$ cat src/rtl/alarm_manager.sv
// alarm_manager: debounces classifier fault decisions into a latched alarm.
// Counts consecutive qualifying faults, raises alarm_active with a one-cycle
// alarm_irq, clears on software ack or (optionally) after a run of normal
// results, and tracks a saturating alarm episode count plus the class that
// raised the most recent alarm.
module alarm_manager #(
    parameter int unsigned CLEAR_COUNT = 4,
    parameter bit          AUTO_CLEAR  = 1'b1
) (
    input  logic        clk,
    input  logic        rst,
    input  logic        enable,
    input  logic        result_valid,
    input  logic [1:0]  class_id,
    input  logic [7:0]  confidence,
    input  logic [7:0]  alarm_threshold,
    input  logic [3:0]  fault_count_cfg,
    input  logic        alarm_ack,
    output logic        alarm_active,
    output logic        alarm_irq,
    output logic [1:0]  alarm_class,
    output logic [3:0]  fault_streak,
    output logic [15:0] alarm_count
);

    typedef enum logic [0:0] {
        ST_MONITOR = 1'b0,
        ST_ALARM   = 1'b1
    } state_e;

    // Normal-streak target, narrowed to the streak counter width.
    localparam logic [3:0] CLEAR_CNT = 4'(CLEAR_COUNT);

    // Saturating increment for the 4-bit streak counters.
    function automatic logic [3:0] sat_inc4(input logic [3:0] v);
        logic [3:0] r;
        if (v == 4'hF) begin
            r = v;
        end else begin
            r = v + 4'd1;
        end
        return r;
    endfunction

    // Saturating increment for the 16-bit alarm episode counter.
    function automatic logic [15:0] sat_inc16(input logic [15:0] v);
        logic [15:0] r;
        if (v == 16'hFFFF) begin
            r = v;
        end else begin
            r = v + 16'd1;
        end
        return r;
    endfunction

    state_e      state_q,         state_d;
    logic        alarm_active_q,  alarm_active_d;
    logic        alarm_irq_q,     alarm_irq_d;
    logic [1:0]  alarm_class_q,   alarm_class_d;
    logic [3:0]  fault_streak_q,  fault_streak_d;
    logic [3:0]  normal_streak_q, normal_streak_d;
    logic [15:0] alarm_count_q,   alarm_count_d;

    logic        is_fault_s;
    logic        qualifies_s;
    logic        qf_s;
    logic        normal_s;
    logic [3:0]  eff_cfg_s;
    logic [3:0]  fault_inc_s;
    logic [3:0]  normal_inc_s;
    logic        raise_s;
    logic        clear_hit_s;

    // Decode the incoming result and precompute streak increments/thresholds.
    always_comb begin
        is_fault_s   = (class_id != 2'd0);
        qualifies_s  = (confidence >= alarm_threshold);
        qf_s         = result_valid & is_fault_s & qualifies_s;
        normal_s     = result_valid & ~is_fault_s;
        if (fault_count_cfg == 4'd0) begin
            eff_cfg_s = 4'd1;
        end else begin
            eff_cfg_s = fault_count_cfg;
        end
        fault_inc_s  = sat_inc4(fault_streak_q);
        normal_inc_s = sat_inc4(normal_streak_q);
        raise_s      = qf_s & (fault_inc_s >= eff_cfg_s);
        clear_hit_s  = (AUTO_CLEAR == 1'b1) & normal_s & (normal_inc_s == CLEAR_CNT);
    end

    // Next-state logic: disable and ack always return to MONITOR.
    always_comb begin
        state_d = state_q;
        if (!enable) begin
            state_d = ST_MONITOR;
        end else begin
            case (state_q)
                ST_MONITOR: begin
                    if (raise_s) begin
                        state_d = ST_ALARM;
                    end else begin
                        state_d = ST_MONITOR;
                    end
                end
                ST_ALARM: begin
                    if (alarm_ack) begin
                        state_d = ST_MONITOR;
                    end else if (clear_hit_s) begin
                        state_d = ST_MONITOR;
                    end else begin
                        state_d = ST_ALARM;
                    end
                end
                default: begin
                    state_d = ST_MONITOR;
                end
            endcase
        end
    end

    // Output and counter updates for the transition chosen above.
    always_comb begin
        alarm_active_d  = (state_d == ST_ALARM);
        alarm_irq_d     = 1'b0;
        alarm_class_d   = alarm_class_q;
        fault_streak_d  = fault_streak_q;
        normal_streak_d = normal_streak_q;
        alarm_count_d   = alarm_count_q;
        if (!enable) begin
            // Count and class survive a disable; streaks start clean.
            fault_streak_d  = 4'd0;
            normal_streak_d = 4'd0;
        end else begin
            case (state_q)
                ST_MONITOR: begin
                    if (raise_s) begin
                        alarm_irq_d     = 1'b1;
                        alarm_class_d   = class_id;
                        alarm_count_d   = sat_inc16(alarm_count_q);
                        fault_streak_d  = 4'd0;
                        normal_streak_d = 4'd0;
                    end else if (qf_s) begin
                        fault_streak_d  = fault_inc_s;
                    end else if (normal_s) begin
                        fault_streak_d  = 4'd0;
                    end else begin
                        fault_streak_d  = fault_streak_q;
                    end
                end
                ST_ALARM: begin
                    if (alarm_ack) begin
                        // Ack discards any result presented in the same cycle.
                        fault_streak_d  = 4'd0;
                        normal_streak_d = 4'd0;
                    end else if (qf_s) begin
                        normal_streak_d = 4'd0;
                    end else if (clear_hit_s) begin
                        normal_streak_d = 4'd0;
                    end else if (normal_s) begin
                        normal_streak_d = normal_inc_s;
                    end else begin
                        normal_streak_d = normal_streak_q;
                    end
                end
                default: begin
                    fault_streak_d  = 4'd0;
                    normal_streak_d = 4'd0;
                end
            endcase
        end
    end

    // State and output registers with synchronous reset.
    always_ff @(posedge clk) begin
        if (rst) begin
            state_q         <= ST_MONITOR;
            alarm_active_q  <= 1'b0;
            alarm_irq_q     <= 1'b0;
            alarm_class_q   <= 2'd0;
            fault_streak_q  <= 4'd0;
            normal_streak_q <= 4'd0;
            alarm_count_q   <= 16'd0;
        end else begin
            state_q         <= state_d;
            alarm_active_q  <= alarm_active_d;
            alarm_irq_q     <= alarm_irq_d;
            alarm_class_q   <= alarm_class_d;
            fault_streak_q  <= fault_streak_d;
            normal_streak_q <= normal_streak_d;
            alarm_count_q   <= alarm_count_d;
        end
    end

    assign alarm_active = alarm_active_q;
    assign alarm_irq    = alarm_irq_q;
    assign alarm_class  = alarm_class_q;
    assign fault_streak = fault_streak_q;
    assign alarm_count  = alarm_count_q;

endmodule
$ cat config.mk
export PLATFORM = sky130hd
export DESIGN_NAME = alarm_manager
export DESIGN_NICKNAME = d
export VERILOG_FILES = /design/src/rtl/alarm_manager.sv
export SDC_FILE = /design/constraint.sdc
export NUM_CORES = 1
export LEC_CHECK = 0
export BUFFER_PORTS_ARGS = -buffer_cell sky130_fd_sc_hd__buf_4
export CORE_ASPECT_RATIO = 0.5
export CORE_UTILIZATION = 30
export DETAILED_ROUTE_END_ITERATION = 16
export SYNTH_ARGS = -nofsm -noshare
export SYNTH_HDL_FRONTEND = slang
export SYNTH_SLANG_ARGS = --single-unit
$ cat constraint.sdc
create_clock -name clk -period 3.3 [get_ports clk]
set_input_delay 0.495 -clock clk [delete_from_list [all_inputs] [get_ports clk]]
set_output_delay 0.495 -clock clk [all_outputs]
set_load 0.03 [all_outputs]
== After elaboration in Yosys (flattened, before gate mapping) ==
Index checks and enable logic that the tools add are counted.
Word-level totals
  register bits: 28
  latch bits: 0
  bits in writable memories: 0
  bits in read-only memories: 0
  input bits: 27
  output and inout port bits: 24
  logic and storage cells: 54
  memories: 0
Cells by class
  add/subtract/negate cells: 3
  multipliers: 0
  div/mod/pow operators: 0
  magnitude comparators: 2
  eq/ne operators: 8
  shifts and indexed selects: 0
  muxes and demuxes: 18
  bitwise operators: 9
  reduce and logical (&&, ||, !) cells: 8
Operator list (count)
  4-bit two-way mux: 12
  16-bit by 1-bit adder with 16-bit output (second input constant): 1
  16-bit == test (second input constant): 1
  4-bit case mux with 2 select lines: 2
  4-bit by 1-bit adder with 4-bit output (second input constant): 2
  4-bit == test (second input constant): 2
  8-bit >= comparator: 1
  1-bit AND: 5
  5-bit by 2-bit != test with 1-bit output (second input constant): 1
  4-bit by 3-bit == test with 1-bit output (second input constant): 1
  4-bit >= comparator: 1
  4-bit logical NOT: 1
  2-bit != test (second input constant): 2
  4-bit != test (second input constant): 1
  1-bit NOT: 4
  2-bit AND reduction: 2
  4-bit AND reduction: 1
  1-bit two-way mux: 3
  3-bit AND reduction: 1
  3-bit OR reduction: 1
  1-bit case mux with 2 select lines: 1
  2-bit nonzero test: 1
  2-bit OR reduction: 1

== Longest topological paths before layout ==
Gate-level depths: netlist of the first run.
  depth after elaboration: 8
  gate-level depth with buffers: 13
  depth with buffers taken out: 11

== Worst setup path after synthesis of the first run ==
OpenSTA, ideal clock, no wires.
  path kind: flip-flop to flip-flop
  start: register fault_streak_q[0] (netlist: fault_streak[0])
  end: register alarm_class_q[0] (netlist: alarm_class[0])
  library setup time: 128 ps
  arrival time: 2899 ps
  data required time: 3172 ps
  slack: 273 ps
  cell stages (with the launch flop): 13
  buffers on the path: 2
  period minus slack after synthesis: 3027 ps
  cell sequence: dfxtp_1 ha_1 nand3_1 xnor2_1 ha_1 nand2b_1 a2111oi_1 nor3b_1 o2111ai_2 buf_6 buf_2 mux2i_1 nor2_1
On the way
  word-level cells in the longest chain between the ends: 5
  elaborated cells between the ends (all ways): 6
  those cells by class: add/sub (1); order compare (1); eq/ne (1); mux (1); bitwise (1); reduce/logical (1)
Ends and longest elaborated chain
  start, declared: line 60  | logic [3:0] fault_streak_q, fault_streak_d;
  start signal, assigned: line 188  | fault_streak_q <= fault_streak_d;
  4-bit by 1-bit adder with 4-bit output or 4-bit == test (tied branches): line 40, 37
  4-bit two-way mux (*): line 37  | if (v == 4'hF) begin
  4-bit >= comparator (*): line 87  | raise_s = qf_s & (fault_inc_s >= eff_cfg_s);
  1-bit AND (*): line 87
  3-bit AND reduction (no line) (*)
  end signal, assigned: line 187  | alarm_class_q <= alarm_class_d;
  end, declared: line 59  | logic [1:0] alarm_class_q, alarm_class_d;
Mark *: on every way between the ends. The rest lies on a longest branch, timed or not.
A chain may end at the register's enable or synchronous reset.

== Final worst setup path of the first run ==
  start: register fault_streak_q[1] (netlist: fault_streak[1])
  end: register alarm_count_q[14] (netlist: alarm_count[14])
On the way
  word-level cells in the longest chain between the ends: 5
  elaborated cells between the ends (all ways): 6
  those cells by class: add/sub (1); order compare (1); eq/ne (1); mux (1); bitwise (1); reduce/logical (1)
Ends and longest elaborated chain
  4-bit by 1-bit adder with 4-bit output or 4-bit == test (tied branches): line 40, 37
  4-bit two-way mux (*): line 37
  4-bit >= comparator (*): line 87
  1-bit AND (*): line 87
  4-bit AND reduction (no line) (*)
  end signal, assigned: line 190  | alarm_count_q <= alarm_count_d;
  end, declared: line 62  | logic [15:0] alarm_count_q, alarm_count_d;
Marks and branches as above.

==> results.yml, run 1 <==
status:
  outcome: "finished clean"
yosys:
  synthArstFlopShare_pct: 0
  yosysMostFrequentCell: "dfxtp_1"
  netlist_top_cells_area: "dfxtp_1 30%, ha_1 10%, a21oi_1 4.8%"
  muxShareOfSynthArea_pct: 3.96
  synth_xor_area_share_pct: 0.470
  yosysUniqueCellTypes: 50
  synth_edf_count: 0
  yosys.area_share.simple_pct: 25.7
  synth_commonest_cells: "28 x dfxtp_1, 18 x a21oi_1, 18 x inv_1, 18 x nand2_1, 15 x ha_1"
  syn_nets: 266
  ys_ff_latch: 28
  yosysTopAreaCell: "dfxtp_1"
  synthCells: 224
  synth_area_um2: 1860
  synth-main-ff-cell: "dfxtp_1"
  yosysSeqAreaShare_pct: 30.1
  yosys_warnings: 0
  synth_top_area_share_pct: 30.1
  synthAdderAreaFrac_pct: 10.1
  synth_compound_gate_area_share_pct: 24.4
  avgSynthCellArea_um2: 8.32
  synth_top_family_by_area: "simple AND/OR/NAND/NOR gates"
detailed_routing:
  dr_total_vias: 1851
  met2WireLength_um: 2170
  avgViaCountPerCell: 5.10
  drtAntennaViolNets: 0
  drc: 0
  wl_met3_um: 167
  top_layer_used: "met4"
  drtPass1Iterations: 4
  drt-met1-wl_um: 2140
  avgRoutedWirePerCell_um: 12.4
  drt-total-wl_um: 4510
  drt_iter0_markers: 105
floorplanning:
  io-pin-count: 51
  initial_core_util_pct: 32.5
  row_count: 19
  die_h_um: 57.7
  die_w_um: 113
  core_um2: 5730
  design.die.area_um2: 6550
critical_path:
  worstRegToRegCells: 10
  crit_path_cell_trace: "ha_1 > nand3_1 > mux2_2 > ha_1 > a2111oi_1 > nor3b_2 > o2111ai_4 > buf_12 > or3_1 > o221a_2"
  critPathArrivalTime_ps: 3220
  cpMostUsedCell: "ha_1"
  crit_required_ps: 3460
  critical_path_depth: 10
  crit_type: "register to register"
  slowest_stage: "dfxtp_1"
  startpoint_type: "register"
  cp_slowest_stage_delay_ps: 400
  critical-path-top-delay-family: "simple AND/OR/NAND/NOR gates"
  crit_path_max_fanout: 8
  cp_num_buf_inv: 1
  end_kind: "register"
global_routing:
  grt_overflow: 0
  grt_max_degree: 24
  grt_pass1_vias: 1721
  grt_pass1_wl_um: 7370
  grtUsageTotal_pct: 13.7
  antenna_found_initial: 0
finish:
  drive_gt1_share_pct: 26.2
  final_nets: 322
  nFillCells: 575
  n_antenna_cell: 0
  area_delta_synth_final_pct: 34.0
  final_area_um2: 2500
clock_network:
  cts_sinks: 28
  path_clk_slew_ps: 70
  cts.path.max_buffers: 2
  cts_hold_buffers: 0
  numCtsBuffers: 3
  insertion_delay_ps: 260
  cts_htree_levels: 1
  clockRootBuffer: "clkbuf_16"
  cts_tree: "built"
timing:
  period_share_pct: 92.7
  setup_violations: 0
  tightest_slew_ps: 741
  grt_setup_unrepaired: "no"
  worst_slack_ps: 240
  fin_skew_ps: 4.30
  slew_headroom_pct: 50.1
  fin_setup_tns_ps: 0
  max_freq_ghz: 0.327
  slew_viol_final: 0
  finalCriticalPeriod_ps: 3060
  hold_viol: 0
placed_design:
  hpwl_um: 3430
  placed_cell_area_um2: 2340
  gp_congestion: 0.834
  place_ws_ps: 89.6
  port-buffer-count: 50
pwr:
  powerDensity_nw_per_um2: 317
  ir_drop_v: 0.000189
  power_uw: 792
  leakage_uw: 0.00105
hold_path:
  min_path_type: "input pin to register"
  hold_depth: 3
flow_run:
  cap_violations: 0
## through the flow
step | std cells | utilization (%) | hold WS, ps
after floorplan | 224 | - | 472
after global placement | 356 | 40.9 | 482
after detailed placement | 356 | 40.9 | 504
after CTS | 360 | 42.7 | 499
after global routing | 363 | 43.6 | 505
final | 363 | 43.6 | 496
## report_power, final
group          internal [uW]  switching [uW]  total (uW)
combinational           44.2            46.7        90.9
sequential               339           0.788         339
clock                    242             121         362
## metal layers
layer	global-route usage [%]	vias to the layer above
met5	0	-
met4	3.95	0
met3	2.82	4
met2	24.6	45
met1	16.9	845
li1	-	957
## repair_timing
action                                  in CTS  in global routing
setup buffers                                0                  3
gates resized for setup                      0                  2
endpoints found under the setup margin       0                 13
## final timing paths
path / start / to / slack, ps
max: fault_streak[1] / alarm_count[14] / 240
min: class_id[0] / alarm_class[0] / 500
max reg2reg: fault_streak[1] / alarm_count[14] / 240
min reg2reg: alarm_count[7] / alarm_count[7] / 510
## registers in the layout, summed over array words and instances, names as in the netlist
name,flops
alarm_count,16
fault_streak,4
normal_streak_q,4
alarm_class,2
alarm_active,1
alarm_irq,1
## cells in the final DEF (no fill, tap or decap), drive strengths merged, types with 4 or more instances in the layout
master and n:
nand2b 7, o31ai 8, buf 57, nand3 7, nor4 4, nand4 6, or4 8, nor2b 5
nand2 18, nor2 14, and3 5, ha 15, mux2i 4, dfxtp 28, a21oi 18, inv 18
o21ai 9
## cells by family after synthesis
| logic type | after synthesis |
|---|---|
| AO/OA/AOI/OAI | 63 |
| XOR/XNOR | 1 |
| adder cells (fa/ha/maj) | 15 |
| buffers and inverters | 24 |
| flip-flops | 28 |
| multiplexers | 7 |
| AND/OR/NAND/NOR | 86 |
## layout make-up
type	instances	area [um^2]	area share, %
inverter	18	67.6	2.71
clock buffer	3	75.1	3.01
clock inverter	1	30.0	1.20
tap	84	105	4.21
multi-input combinational	172	1220	48.8
timing repair buffer	57	440	17.6
sequential	28	561	22.4
## tightest hold or removal path: stages
cell     delay [ps]
buf_4            90
mux2i_1          60
nor2_1           80
(Power assumes the default switching activity.)
==> run 2: changes to the inputs <==
--- a/config.mk
+++ b/config.mk
@@ -9,6 +9,7 @@
 export CORE_ASPECT_RATIO = 0.5
 export CORE_UTILIZATION = 30
 export DETAILED_ROUTE_END_ITERATION = 16
+export RECOVER_POWER = 100
 export SYNTH_ARGS = -nofsm -noshare
 export SYNTH_HDL_FRONTEND = slang
 export SYNTH_SLANG_ARGS = --single-unit
==> run 2 against run 1 <==
Compared with the run above:
- final area shrank 3.8%
- global-route usage is the same
- critical path depth unchanged
- final cell count stayed put
- fmax is 0.26% higher
- critical path type unchanged
==> results.yml, run 2 (synthesis gave the netlist of run 1 again) <==
placed_design:
  place_ws_ps: 89.6
  post-place-cells: 356
  port-buffer-count: 50
  hpwl_um: 3430
  gp_congestion: 0.834
detailed_routing:
  drt_iter0_markers: 102
  dr_total_vias: 1850
  drtAntennaViolNets: 0
  drt-total-wl_um: 4530
  drtPass1Iterations: 4
  drc: 0
  avgViaCountPerCell: 5.10
  avgRoutedWirePerCell_um: 12.5
clock_network:
  numCtsBuffers: 3
  cts_tree: "built"
  cts.path.max_buffers: 2
  cts_hold_buffers: 0
  insertion_delay_ps: 260
  clockRootBuffer: "clkbuf_16"
  path_clk_slew_ps: 70
  cts_htree_levels: 1
  cts_sinks: 28
finish:
  drive_gt1_share_pct: 17.2
  final_nets: 322
  final_util_pct: 42.0
  largest_register_ff_count: 16
  final_cell_mix: "30 x buf_4, 28 x dfxtp_1, 25 x clkbuf_1"
  final_cells: 363
  area_delta_synth_final_pct: 29.0
  n_antenna_cell: 0
  final_common_cell: "buf_4"
timing:
  fin_skew_ps: 4.49
  hold_viol: 0
  slew_headroom_pct: 50.0
  setup_violations: 0
  slew_viol_final: 0
  finalCriticalPeriod_ps: 3050
  max_freq_ghz: 0.328
  grt_setup_unrepaired: "no"
  fin_setup_tns_ps: 0
  period_share_pct: 92.5
  worst_slack_ps: 248
  tightest_slew_ps: 743
critical_path:
  r2r_start: "fault_streak[1]"
  end_kind: "register"
  r2r-end: "alarm_count[14]"
  crit_type: "register to register"
  startpoint_type: "register"
  r2r_slack_ps: 250
  crit_required_ps: 3460
  critPathArrivalTime_ps: 3210
  crit_path_max_fanout: 8
  worstRegToRegCells: 10
global_routing:
  grt_pass1_wl_um: 7370
  grt_max_degree: 24
  grt_overflow: 0
  grt_pass1_vias: 1721
  grtUsageTotal_pct: 13.7
  antenna_found_initial: 0
floorplanning:
  io-pin-count: 51
  row_count: 19
  initial_core_util_pct: 32.5
  die_h_um: 57.7
  design.die.area_um2: 6550
  core_um2: 5730
  die_w_um: 113
status:
  outcome: "finished clean"
hold_path:
  timing.hold.worst_endpoint: "alarm_class[0]"
  min_path_type: "input pin to register"
  hold_depth: 3
  min_from: "class_id[0]"
pwr:
  leakage_uw: 0.000940
  powerDensity_nw_per_um2: 329
  ir_drop_v: 0.000189
flow_run:
  cap_violations: 0
[run 2: cell count changes in the layout (fill, tap and decap cells not counted), sizes merged]
cell / delta
buf: -26
clkbuf: +26
[run 2: what timing repair did]
action,4_1_cts,5_1_grt
resized for setup,0,2
buffers inserted,0,3
setup endpoints to repair,0,13
[run 2: report_power, final]
part | internal (uW) | leakage, uW | switching (uW)
logic | 43.3 | 0.000663 | 46.7
registers | 339 | 0.000225 | 0.786
clock network | 242 | 0.0000511 | 120
[run 2: worst max-delay path by stage]
stage	from	end	slack [ps]	cells past startpoint
6_report	fault_streak[1]	alarm_count[14]	250	10
5_1_grt	fault_streak[1]	alarm_count[9]	50	10
4_1_cts	fault_streak[1]	alarm_count[7]	60	10
3_5_place_dp	fault_streak[1]	alarm_count[7]	90	10
3_3_place_gp	fault_streak[1]	alarm_count[11]	180	10
2_1_floorplan	fault_streak[0]	alarm_class[0]	270	12
[run 2: layer usage]
metal	vias to the layer above	part of all wire (%)	track usage [%]
met5	-	0	0
met4	0	0.73	3.95
met3	4	3.9	2.82
met2	45	48	24.6
met1	844	48	16.9
li1	957	-	-
[run 2: final cells by class]
type / count / area (um^2)
repair buffers: 57 / 347
well taps: 84 / 105
clock buffers: 3 / 75.1
multi-input cells: 172 / 1220
fillers: 586 / 3330
clock inverters: 1 / 30.0
inverters: 18 / 67.6
flip-flops and latches: 28 / 561
[run 2: per-stage QoR]
| step | instance area (um^2) | hold slack, ps | power [uW] |
|---|---|---|---|
| finish | 2400 | 498 | 791 |
| floorplan | 1860 | 472 | 396 |
| global placement | 2340 | 482 | 434 |
| detailed placement | 2340 | 504 | 435 |
| global route | 2400 | 505 | 829 |
| CTS | 2450 | 499 | 797 |
[run 2: critical path: stages (launching register included)]
cell and delay (ps):
dfxtp_1 400, ha_1 270, nand3_1 160, mux2_2 330
ha_1 280, a2111oi_1 100, nor3b_2 280, o2111ai_4 240
buf_12 210, or3_1 390, o221a_2 290
